**src/rtl/hazard_scoreboard.sv**
```systemverilog
// Hazard/forwarding controller for the in-order pipeline: a shifting scoreboard of
// in-flight writers (slot 0 = EX) drives stall, bubble, flush and EX forwarding selects.
module hazard_scoreboard #(
    parameter int AW       = 5,
    parameter int DEPTH    = 3,
    parameter int LOAD_LAT = 1,
    parameter int FWD_EN   = 1,
    parameter int SW       = $clog2(DEPTH + 1)
) (
    input  logic          i_clk,
    input  logic          i_rst,
    input  logic          i_id_valid,
    input  logic [AW-1:0] i_id_rs1,
    input  logic [AW-1:0] i_id_rs2,
    input  logic [AW-1:0] i_id_rd,
    input  logic          i_id_regwren,
    input  logic          i_id_is_load,
    input  logic          i_ex_redirect,
    input  logic          i_ex_busy,
    output logic          o_stall,
    output logic          o_flush_id,
    output logic          o_bubble_ex,
    output logic [SW-1:0] o_fwd_a,
    output logic [SW-1:0] o_fwd_b,
    output logic [31:0]   o_stall_cnt
);

    logic [DEPTH-1:0] r_vld;
    logic [DEPTH-1:0] r_wen;
    logic [DEPTH-1:0] r_ld;
    logic [AW-1:0]    r_rd [DEPTH];
    logic [AW-1:0]    r_ex_rs1;
    logic [AW-1:0]    r_ex_rs2;
    logic [31:0]      r_stall_cnt;

    logic [DEPTH-1:0] w_writes;
    logic             w_hazard;
    logic             w_stall;
    logic             w_bubble;
    logic             w_busy;
    logic [SW-1:0]    w_fwd_a;
    logic [SW-1:0]    w_fwd_b;

    // First slot index whose result may be consumed by the instruction entering EX.
    function automatic int ready_slot(input logic is_load);
        if (FWD_EN == 0) return DEPTH - 1;
        return is_load ? 1 + LOAD_LAT : 1;
    endfunction

    always_comb begin
        w_writes = '0;
        w_hazard = 1'b0;
        for (int k = 0; k < DEPTH; k++) begin
            w_writes[k] = r_vld[k] & r_wen[k] & (r_rd[k] != '0);
            if (w_writes[k] && (r_rd[k] == i_id_rs1 || r_rd[k] == i_id_rs2) &&
                (k + 1 < ready_slot(r_ld[k])))
                w_hazard = 1'b1;
        end
    end

    // Redirect wins over stall and busy; a busy coinciding with redirect is ignored.
    assign w_busy   = i_ex_busy & ~i_ex_redirect;
    assign w_stall  = i_id_valid & ~i_ex_redirect & (w_hazard | i_ex_busy);
    assign w_bubble = i_ex_redirect | (w_stall & ~i_ex_busy);

    // Downward scan so the youngest eligible writer (smallest slot) wins.
    always_comb begin
        w_fwd_a = '0;
        w_fwd_b = '0;
        if (FWD_EN != 0 && r_vld[0]) begin
            for (int k = DEPTH - 1; k >= 1; k--) begin
                if (w_writes[k] && k >= ready_slot(r_ld[k])) begin
                    if (r_rd[k] == r_ex_rs1) w_fwd_a = SW'(k);
                    if (r_rd[k] == r_ex_rs2) w_fwd_b = SW'(k);
                end
            end
        end
    end

    always_ff @(posedge i_clk) begin
        if (i_rst) begin
            r_vld       <= '0;
            r_ex_rs1    <= '0;
            r_ex_rs2    <= '0;
            r_stall_cnt <= '0;
        end else begin
            for (int k = DEPTH - 1; k >= 2; k--) begin
                r_vld[k] <= r_vld[k-1];
                r_wen[k] <= r_wen[k-1];
                r_ld[k]  <= r_ld[k-1];
                r_rd[k]  <= r_rd[k-1];
            end
            if (w_busy) begin
                // EX holds its multi-cycle op; MEM receives nothing behind it.
                r_vld[1] <= 1'b0;
            end else begin
                r_vld[1] <= r_vld[0];
                r_wen[1] <= r_wen[0];
                r_ld[1]  <= r_ld[0];
                r_rd[1]  <= r_rd[0];
                r_vld[0] <= i_id_valid & ~w_bubble;
                r_wen[0] <= i_id_regwren;
                r_ld[0]  <= i_id_is_load;
                r_rd[0]  <= i_id_rd;
                r_ex_rs1 <= i_id_rs1;
                r_ex_rs2 <= i_id_rs2;
            end
            if (w_stall && r_stall_cnt != 32'hFFFF_FFFF)
                r_stall_cnt <= r_stall_cnt + 32'd1;
        end
    end

    assign o_stall     = w_stall;
    assign o_flush_id  = i_ex_redirect;
    assign o_bubble_ex = w_bubble;
    assign o_fwd_a     = w_fwd_a;
    assign o_fwd_b     = w_fwd_b;
    assign o_stall_cnt = r_stall_cnt;

endmodule

```
**config.mk**
```make
export PLATFORM = sky130hd
export DESIGN_NAME = hazard_scoreboard
export DESIGN_NICKNAME = d
export VERILOG_FILES = /design/src/rtl/hazard_scoreboard.sv
export SDC_FILE = /design/constraint.sdc
export NUM_CORES = 1
export LEC_CHECK = 0
export ABC_AREA = 1
export CAP_MARGIN = 20
export CORE_MARGIN = 3
export CORE_UTILIZATION = 58
export DETAILED_ROUTE_END_ITERATION = 8
export GPL_TIMING_DRIVEN = 0
export HOLD_SLACK_MARGIN = 0.1
export PLACE_DENSITY_LB_ADDON = 0.25
export SLEW_MARGIN = 25
export SYNTH_ARGS = -nofsm -noshare
export SYNTH_HDL_FRONTEND = slang
export SYNTH_SLANG_ARGS = --single-unit
```
**constraint.sdc**
```tcl
create_clock -name i_clk -period 4.9 [get_ports i_clk]
set_input_delay 0.735 -clock i_clk [delete_from_list [all_inputs] [get_ports i_clk]]
set_output_delay 0.735 -clock i_clk [all_outputs]
set_load 0.02 [all_outputs]
```
**Word level (Yosys, flattened, before mapping)**

Memory sizes are Yosys's and may differ from the RTL's.
Index checks and enable logic that the tools add are counted.

- Add/sub/neg operators: 1
- Magnitude comparators: 5
- Eq/ne operators: 11
- Multiplexer cells: 20
- Bitwise logic cells: 18
- Reduce and logical (&&, ||, !) cells: 17

Operators by type and width:

| kind | number |
|---|---|
| 3-bit by 32-bit less-than comparator with 1-bit output (first input constant) | 2 |
| 5-bit == test | 10 |
| 32-bit by 1-bit adder with 32-bit output (second input constant) | 1 |
| 32-bit != test (second input constant) | 1 |
| 2-bit 2-to-1 mux | 13 |
| 5-bit nonzero test | 3 |
| 1-bit AND | 11 |
| 1-bit logical AND | 9 |
| 1-bit 2-to-1 mux | 7 |
| 1-bit NOT | 5 |
| 1-bit logical OR | 3 |
| 1-bit by 2-bit >= comparator with 1-bit output (first input constant) | 1 |
| 2-bit >= comparator (first input constant) | 1 |
| 1-bit by 2-bit less-than comparator with 1-bit output (first input constant) | 1 |
| 1-bit bitwise OR | 2 |
| 2-bit AND reduction | 1 |
| 2-bit OR reduction | 1 |

- Flip-flop bits (word level): 51
- Bits in writable memories: 15
- Input port bits: 22
- Output and inout port bits: 39
- Memories: 1

Memories:

| name | depth | width | read ports | clocked after Yosys merged registers in | wr ports | line | source |
|---|---|---|---|---|---|---|---|
| r_rd | 3 | 5 | 3 | 0 | 3 | 31 | `logic [AW-1:0] r_rd [DEPTH];` |

**Logic depth before layout (Yosys ltp)**

Gate-level depths: netlist (run 1).

- Word-level depth: 13
- Depth in mapped cells: 12

**Worst setup path after synthesis (run 1)**

No wires, ideal clock.

- Path kind: input-to-output
- Start point: in i_id_rs2[2]
- End point: out o_bubble_ex
- Arrival time: 1.828 ns
- Required time: 4.165 ns
- Path slack: 2.337 ns
- Stages: 10
- Cells stage by stage: inv_1 -> nand2_1 -> nand2_1 -> nor2_1 -> nand3_1 -> nand2_1 -> nand2_1 -> nand2_1 -> nand2_1 -> o21ai_0

- Word-level cells in the longest chain between the ends: 11

Ends and longest elaborated chain:

| element | line | source |
|---|---|---|
| start: declaration | 14 | `input logic [AW-1:0] i_id_rs2,` |
| 5-bit == test | 55 | `if (w_writes[k] && (r_rd[k] == i_id_rs1 \|\| r_rd[k] == i_id_rs2) &&` |
| 1-bit logical OR | 55 |  |
| 1-bit logical AND (2 in series) | 55 |  |
| 1-bit 2-to-1 mux (2 in series) | 55 |  |
| 1-bit 2-to-1 mux * | 55 |  |
| 1-bit bitwise OR * | 63 | `assign w_stall = i_id_valid & ~i_ex_redirect & (w_hazard \| i_ex_busy);` |
| 1-bit AND * | 63 |  |
| 1-bit AND * | 64 | `assign w_bubble = i_ex_redirect \| (w_stall & ~i_ex_busy);` |
| 1-bit bitwise OR * | 64 |  |
| end: declaration | 22 | `output logic o_bubble_ex,` |

Mark *: on every way between the ends. The rest lies on a longest branch, timed or not.

**Worst setup path in the final report (run 1)**

- Start point: in i_id_rs2[3]
- End point: out o_bubble_ex

Same word-level chain as after synthesis.

==> flow_metrics.tcl, run 1 <==
set metrics [dict create \
    status "finished, final reports clean" \
    syn_nets 551 \
    die_h_um 85.98 \
    finClkSkew_ps 5.050 \
    critical_path.max_fanout 6 \
    end_kind "primary output" \
    grt_max_degree 16 \
    worst_slew_pin_slew_ps 627.4 \
    relSlewSlack 0.5813 \
    timing.final.hold_violations 0 \
    vdd_ir_drop_max_uv 163.3 \
    hp-start "r_vld[1]$_SDFF_PN0_" \
    synth.distinct_cells 28 \
    fmaxAchievable_ghz 0.2775 \
    cts.htree.levels 3 \
    holdWs_ps 428.6 \
    wl_per_cell_um 14.92 \
    synth-seq-cells 65 \
    start_kind "input port" \
    seqCellArea_um2 1501 \
    rr_startpoint "o_stall_cnt[0]$_SDFFE_PP0P_" \
    cts_inserted_buffers 9 \
    period_needed_ps 3604 \
    cp_data_required_time_ps 4160 \
    route.detailed.drc 0 \
    port_buffers 59 \
    clkSinkCount 65 \
    layout-drive-gt1-share 0.04146 \
    synth-edff-count 20 \
    syn2layout_area_growth_pct 22.93 \
    yosys_warnings 0 \
    path_class "in -> out" \
    worstHoldPathType "reg -> reg" \
    power.leakage_uw 0.001688 \
    via_per_inst 5.650 \
    firstDrtPassIters 5 \
    maxCapViolations 0 \
    cts-resized-gates 0 \
    io-pin-count 61 \
    postCtsHoldBufs 0 \
    vias 3831 \
    crit_arrival_ps 2870 \
    setup_tns_ps 0 \
    finalPower_uw 1097 \
    async_reset_ff_frac 0 \
    synthesis.area_um2 3710 \
    drv_slew 0 \
    syn_area_per_cell_um2 7.026 \
    clk_path_buf_depth 2 \
    cts_root_buffer "clkbuf_8" \
    crit_path_start "i_id_rs2[3]" \
    start_util 0.6121 \
    synth_seq_area_share 0.4047 \
    core_um2 6061 \
    ant_nets 0 \
    hpwlAfterDp_um 7850 \
    dp_cells 662 \
    routed_wl_um 10110 \
    multi_input_area_um2 1977 \
    setup_viol 0 \
    grt_antenna_before_repair 0 \
    cts_setup_buffers 0 \
    powerDensity_nw_per_um2 240.5 \
    overflow 0 \
    antenna_cells 0 \
    final_cells 678 \
    clk_pin_slew_ps 70 \
    ys.flop_type "dfxtp_1" \
    grt_pass1_wl_um 16770 \
    drt_iter0_markers 370 \
    cts_tree "yes" \
    dieArea_um2 7392 \
    clkLatencyLatePin_ps 340 \
    fin_crit_sh 0.7355 \
    first_global_vias 3478 \
    fillCellCount 499 \
    place.gp.congestion 0.9374 \
    track_usage 0.2890 \
    synth_cells 528 \
    rsz0062_at_grt "false" \
    row_count 28 \
    nets 621 \
    fp.dieW_um 85.98 \
]
[critical path, stage by stage]
cell,delay (ps)
clkdlybuf4s50_1,490
inv_1,80
nand2_1,60
nand2_1,50
nor2_1,90
nand3_1,90
nand2_1,80
nand2_1,70
nand2_1,200
nand2_1,120
o21ai_0,170
clkdlybuf4s50_1,630
[cells by family (layout without fill, tap and decap cells)]
| kind of cell | count (synthesis) | in the layout | synth area share |
|---|---|---|---|
| buffers and inverters | 55 | 130 | 0.06307 |
| and+or+nand+nor | 321 | 321 | 0.3767 |
| AOI/OAI and AO/OA | 52 | 52 | 0.07184 |
| adders and majority gates | 1 | 1 | 0.003372 |
| xor gates and xnor gates | 34 | 34 | 0.08027 |
| DFF | 65 | 65 | 0.4047 |
[placed cells by master (no fill, tap or decap), drive strengths merged]
master	instances
nand4	36
inv	36
o2111ai	1
xnor2	12
o21ai	12
clkinvlp	2
clkdlybuf4s50	59
nor3b	1
nor2	81
nand2	170
or2	2
nand3	11
a21oi	38
nor3	6
nor4	1
xor2	22
nand3b	13
ha	1
dfxtp	45
edfxtp	20
clkinv	3
a22oi	1
buf	5
clkbuf	25
[per-stage QoR]
| step | setup WS [ps] | utilization | area (um2) |
|---|---|---|---|
| CTS | 1304 | 0.7521 | 4558 |
| global route | 1141 | 0.7525 | 4561 |
| finish | 1296 | 0.7525 | 4561 |
| detailed placement | 1310 | 0.7250 | 4394 |
| global placement | 1372 | 0.7250 | 4394 |
| floorplan | 2337 | - | 3710 |
[where the power goes]
group          total (uW)  switching, uW  internal, uW
combinational         105           59.3          45.6
clock                 395            212           183
sequential            597           21.6           576
total                1100            293           804
[registers in the layout, summed over array words and instances (netlist names)]
register and count:
r_ex_rs1 5, r_vld 3, o_stall_cnt 32, r_ld 2, r_ex_rs2 5, r_rd 15
r_wen 3
[worst paths after layout]
check | endpoint | slack, ps | cells past startpoint
max reg2reg | o_stall_cnt[21]$_SDFFE_PP0P_ | 2520 | 9
min reg2reg | r_vld[2]$_SDFF_PP0_ | 430 | 2
max | o_bubble_ex | 1300 | 12
min | r_vld[2]$_SDFF_PP0_ | 430 | 2
[synth_stat cells (6+ instances only)]
cell type	n	area (um2)
xnor2_1	12	105.1
dfxtp_1	45	900.9
a21oi_1	38	190.2
nand2_1	170	638.1
nand3_1	10	50.05
nand4_1	35	219.0
inv_1	35	131.4
nor3_1	6	30.03
xor2_1	22	192.7
edfxtp_1	20	600.6
nor2_1	79	296.5
clkbuf_1	14	52.55
nand3b_1	13	97.59
o21ai_0	12	60.06
[layout make-up]
class / instances / share of cell area
plain buffers: 19 / 0.02167
clock buffers: 11 / 0.02881
clock inverters: 5 / 0.007133
inverters: 36 / 0.02963
multi-input cells: 408 / 0.4335
flip-flops and latches: 65 / 0.3292
well taps: 75 / 0.02058
repair buffers: 59 / 0.1295
[layer usage]
| metal | vias up | share of wire | track usage |
|---|---|---|---|
| li1 | 1867 | - | - |
| met1 | 1764 | 0.47 | 0.4287 |
| met2 | 185 | 0.42 | 0.4170 |
| met3 | 15 | 0.087 | 0.04323 |
| met4 | 0 | 0.018 | 0.1209 |
| met5 | - | 0 | 0 |
No activity file was read; power rests on OpenSTA's default activity.
==> run 2: changes to the inputs <==
--- a/config.mk
+++ b/config.mk
@@ -8,7 +8,7 @@
 export ABC_AREA = 1
 export CAP_MARGIN = 20
 export CORE_MARGIN = 3
-export CORE_UTILIZATION = 58
+export CORE_UTILIZATION = 54
 export DETAILED_ROUTE_END_ITERATION = 8
 export GPL_TIMING_DRIVEN = 0
 export HOLD_SLACK_MARGIN = 0.1
==> constraint.sdc (replaced) <==
create_clock -name i_clk -period 3.6 [get_ports i_clk]
set_input_delay 0.54 -clock i_clk [delete_from_list [all_inputs] [get_ports i_clk]]
set_output_delay 0.54 -clock i_clk [all_outputs]
set_load 0.02 [all_outputs]
==> flow_metrics.tcl, run 2 (synthesis results as in run 1) <==
set metrics [dict create \
    status "finished, final reports clean" \
    final_cells 680 \
    vias 3775 \
    io-pin-count 61 \
    overflow 0 \
    worstHoldPathCells 2 \
    layout_common_cells "170 x nand2_1, 78 x nor2_1, 59 x clkdlybuf4s50_1" \
    port_buffers 59 \
    rrSetupSlack_ps 1190 \
    mostFrequentLayoutCell "nand2_1" \
    worst_slew_pin_slew_ps 660.4 \
    utilization 0.7041 \
    crit_arrival_ps 2750 \
    dpl_cell_area_um2 4397 \
    start_kind "input port" \
    timing.final.hold_violations 0 \
    worstReg2RegEnd "o_stall_cnt[15]$_SDFFE_PP0P_" \
    finalPower_uw 1512 \
    die_h_um 88.89 \
    period_needed_ps 3287 \
    finClkSkew_ps 4.222 \
    fmaxAchievable_ghz 0.3042 \
    critPathSlowestCell "clkdlybuf4s50_1" \
    grt_max_degree 16 \
    intPower_uw 1115 \
    firstDrtPassIters 5 \
    dp_cells 664 \
    endpoint "o_bubble_ex" \
    route.detailed.drc 0 \
    grt_use_met3 0.04376 \
    antenna_cells 0 \
    drt_iter0_markers 350 \
    cts_inserted_buffers 9 \
    row_count 29 \
    comb_power_share 0.095 \
    cts_tree "yes" \
    setup_tns_ps 0 \
    dieArea_um2 7901 \
    syn2layout_area_growth_pct 23.27 \
    critical_path.max_fanout 6 \
    crit_top_cell "nand2_1" \
    fin_crit_sh 0.9130 \
    grt_pass1_wl_um 16950 \
    grt_antenna_before_repair 0 \
    path_class "in -> out" \
    grt-busiest-layer "met1" \
    layout-drive-gt1-share 0.04312 \
    clk_path_buf_depth 2 \
    core_um2 6495 \
    sw_frac_of_total 0.2626 \
    powerDensity_nw_per_um2 330.7 \
    vdd_ir_drop_max_uv 274.3 \
    relSlewSlack 0.5592 \
    routed_wl_um 10200 \
    setup_viol 0 \
    final_area_um2 4573 \
    place.gp.congestion 0.9840 \
    cts.htree.levels 3 \
    cp_data_required_time_ps 3060 \
    wl_per_cell_um 15.00 \
    postCtsHoldBufs 0 \
    cts_root_buffer "clkbuf_8" \
    rsz0062_at_grt "false" \
    met2_usage 0.3974 \
    cpPeakStageDelay_ps 640 \
    path_cells "clkdlybuf4s50_1 > inv_1 > nand2_1 > nand2_1 > nor2_1 > nand3_1 > nand2_1 > nand2_1 > nand2_1 > nand2_1 > o21ai_0 > clkdlybuf4s50_1" \
    cts-resized-gates 0 \
    clk_pin_slew_ps 70 \
    crit_path_start "i_id_rs2[3]" \
    power.leakage_uw 0.001693 \
    hpwlAfterDp_um 7822 \
    met1_usage 0.4311 \
    maxCapViolations 0 \
    p_switching_uw 397.1 \
    nets 621 \
    fp.dieW_um 88.89 \
    end_kind "primary output" \
    clkLatencyLatePin_ps 330 \
    reg2regPathDepth 10 \
    start_util 0.5712 \
    via_per_inst 5.551 \
    track_usage 0.2778 \
    pwr-share-seq 0.537 \
    ant_nets 0 \
    rr_startpoint "o_stall_cnt[0]$_SDFFE_PP0P_" \
    drv_slew 0 \
    largest_reg_flops 32 \
    cts_setup_buffers 0 \
    worstHoldPathType "reg -> reg" \
    clockPowerShare 0.368 \
    first_global_vias 3472 \
    clkSinkCount 65 \
]
## run 2: power by group through the flow
stage	clock network [uW]	registers, uW	logic (uW)
after global routing	593	816	159
after CTS	558	812	142
after global placement	0	827	136
final	556	813	143
after floorplan	0	821	87.1
after detailed placement	0	829	141
## run 2: final cells by class
cell class,instances,area [um2]
buffer,19,98.84
clock buffer,12,145.1
clock inverter,4,28.78
fill,552,1922
inverter,36,135.1
multi-input combinational,408,1977
sequential,65,1501
tap,77,96.34
timing repair buffer,59,590.6
## run 2: routing by layer
layer	wire length (um)	vias to the layer above
met5	0	-
met2	4285	163
met1	5052	1726
li1	-	1872
met4	116	0
met3	742	14
## run 2: worst max-delay path, delay by kind of cell
| kind | cells | cell delay (ps) |
|---|---|---|
| compound gates | 1 | 210 |
| buf+inv | 3 | 1230 |
| simple gates | 8 | 750 |
## run 2: how the worst min path moves through the flow
stage                             start  slack, ps             endpoint
global placement    r_vld[1]$_SDFF_PN0_        420  r_vld[2]$_SDFF_PP0_
finish              r_vld[1]$_SDFF_PN0_        440  r_vld[2]$_SDFF_PP0_
CTS                 r_vld[1]$_SDFF_PN0_        430  r_vld[2]$_SDFF_PP0_
detailed placement  r_vld[1]$_SDFF_PN0_        410  r_vld[2]$_SDFF_PP0_
floorplan           r_vld[1]$_SDFF_PN0_        400  r_vld[2]$_SDFF_PP0_
global route        r_vld[1]$_SDFF_PN0_        460  r_vld[2]$_SDFF_PP0_
## run 2: through the flow
stage	worst slack [ps]	hold slack [ps]
detailed placement	361.4	414.6
CTS	347.5	432.0
finish	313.2	436.9
global route	187.1	458.4
global placement	460.1	416.4
floorplan	1427	403.4
==> run 3: changes to the inputs <==
--- a/config.mk
+++ b/config.mk
@@ -6,6 +6,7 @@
 export NUM_CORES = 1
 export LEC_CHECK = 0
 export ABC_AREA = 1
+export ABC_CLOCK_PERIOD_IN_PS = 3600
 export CAP_MARGIN = 20
 export CORE_MARGIN = 3
 export CORE_UTILIZATION = 54
@@ -13,7 +14,6 @@
 export GPL_TIMING_DRIVEN = 0
 export HOLD_SLACK_MARGIN = 0.1
 export PLACE_DENSITY_LB_ADDON = 0.25
-export SLEW_MARGIN = 25
 export SYNTH_ARGS = -nofsm -noshare
 export SYNTH_HDL_FRONTEND = slang
 export SYNTH_SLANG_ARGS = --single-unit
==> flow_metrics.tcl, run 3 (synthesis results as in run 1) <==
set metrics [dict create \
    relSlewSlack 0.5772 \
    rr_startpoint "o_stall_cnt[0]$_SDFFE_PP0P_" \
    power.leakage_uw 0.001698 \
    fin_crit_sh 0.9093 \
    cts_root_buffer "clkbuf_8" \
    fp.dieW_um 88.89 \
    timing.final.hold_violations 0 \
    path_cells "clkdlybuf4s50_1 > inv_1 > nand2_1 > nand2_1 > nor2_1 > nand3_1 > nand2_1 > nand2_1 > nand2_1 > nand2_1 > o21ai_0 > clkdlybuf4s50_1" \
    crit_arrival_ps 2730 \
    via_per_inst 5.524 \
    crit_top_cell "nand2_1" \
    cts-resized-gates 0 \
    core_um2 6495 \
    io-pin-count 61 \
    antenna_cells 0 \
    status "finished, final reports clean" \
    syn2layout_area_growth_pct 23.41 \
    path_class "in -> out" \
    fillCellCount 551 \
    clkLatencyLatePin_ps 330 \
    rsz0062_at_grt "false" \
    hp-start "r_vld[1]$_SDFF_PN0_" \
    mostFrequentLayoutCell "nand2_1" \
    cts_inserted_buffers 9 \
    first_global_vias 3472 \
    end_kind "primary output" \
    routed_wl_um 10220 \
    vdd_ir_drop_max_uv 274.5 \
    finClkSkew_ps 3.994 \
    vias 3762 \
    layout_common_cells "170 x nand2_1, 79 x nor2_1, 59 x clkdlybuf4s50_1" \
    powerDensity_nw_per_um2 330.7 \
    grt_pass1_wl_um 16950 \
    wl_per_cell_um 15.01 \
    clkSinkCount 65 \
    start_util 0.5712 \
    postCtsHoldBufs 0 \
    layout-drive-gt1-share 0.04305 \
    route.detailed.drc 0 \
    critical_path.max_fanout 6 \
    nets 622 \
    clk_path_buf_depth 2 \
    start_kind "input port" \
    setup_viol 0 \
    drv_slew 0 \
    cts_tree "yes" \
    place.gp.congestion 0.9840 \
    cts.htree.levels 3 \
    row_count 29 \
    critPathSlowestCell "clkdlybuf4s50_1" \
    cp_data_required_time_ps 3060 \
    clk_pin_slew_ps 70 \
    track_usage 0.2778 \
    largest_reg_flops 32 \
    worst_slew_pin_slew_ps 634.2 \
    grt_max_degree 16 \
    cpPeakStageDelay_ps 630 \
    finalPower_uw 1514 \
    firstDrtPassIters 5 \
    worstHoldPathType "reg -> reg" \
    cts_setup_buffers 0 \
    overflow 0 \
    fmaxAchievable_ghz 0.3055 \
    hpwlAfterDp_um 7822 \
    drt_iter0_markers 294 \
    die_h_um 88.89 \
    port_buffers 59 \
    maxCapViolations 0 \
    setup_tns_ps 0 \
    period_needed_ps 3273 \
    ant_nets 0 \
    dieArea_um2 7901 \
    crit_path_start "i_id_rs2[3]" \
    grt_antenna_before_repair 0 \
]
-- run 3: power by group --
group / total, uW / switching (uW) / leakage (uW) / internal [uW]
combinational: 144 / 81.2 / 0.00106 / 62.9
clock: 557 / 288 / 0.0000826 / 269
sequential: 813 / 29.2 / 0.000558 / 783
-- run 3: worst max-delay path, delay by kind of cell --
| kind | cells | cell delay, ps |
|---|---|---|
| buffers and inverters | 3 | 1220 |
| and+or+nand+nor | 8 | 760 |
| AOI/OAI and AO/OA | 1 | 210 |
-- run 3: metrics by stage --
step | utilization | hold slack, ps | instance area (um2) | setup WS (ps) | instances
after floorplan | - | 403.4 | 3710 | 1427 | 528
after global routing | 0.7049 | 458.4 | 4578 | 182.6 | 681
after CTS | 0.7037 | 432.0 | 4571 | 347.5 | 680
after detailed placement | 0.6769 | 414.6 | 4397 | 361.4 | 664
final | 0.7049 | 435.0 | 4578 | 326.5 | 681
after global placement | 0.6769 | 416.4 | 4397 | 460.1 | 664
-- run 3: routing by layer --
metal / wire length (um) / GRT usage / up-vias
li1: - / - / 1870
met1: 5112 / 0.4311 / 1719
met2: 4252 / 0.3974 / 161
met3: 748 / 0.04376 / 12
met4: 110 / 0.07418 / 0
met5: 0 / 0 / -
-- run 3: final timing paths --
kind | end | slack, ps | cells past startpoint
max | o_bubble_ex | 330 | 12
min | r_vld[2]$_SDFF_PP0_ | 440 | 2
min reg2reg | r_vld[2]$_SDFF_PP0_ | 440 | 2
max reg2reg | o_stall_cnt[15]$_SDFFE_PP0P_ | 1160 | 10
-- run 3: layout make-up --
type                            count  area [um2]  area share
Timing Repair Buffer               60       598.1      0.1306
Buffer                             19       98.84     0.02159
Clock buffer                       12       145.1     0.03170
Sequential cell                    65        1501      0.3280
Tap cell                           77       96.34     0.02104
Multi-Input combinational cell    408        1974      0.4313
Inverter                           36       135.1     0.02952
Clock inverter                      4       28.78    0.006286
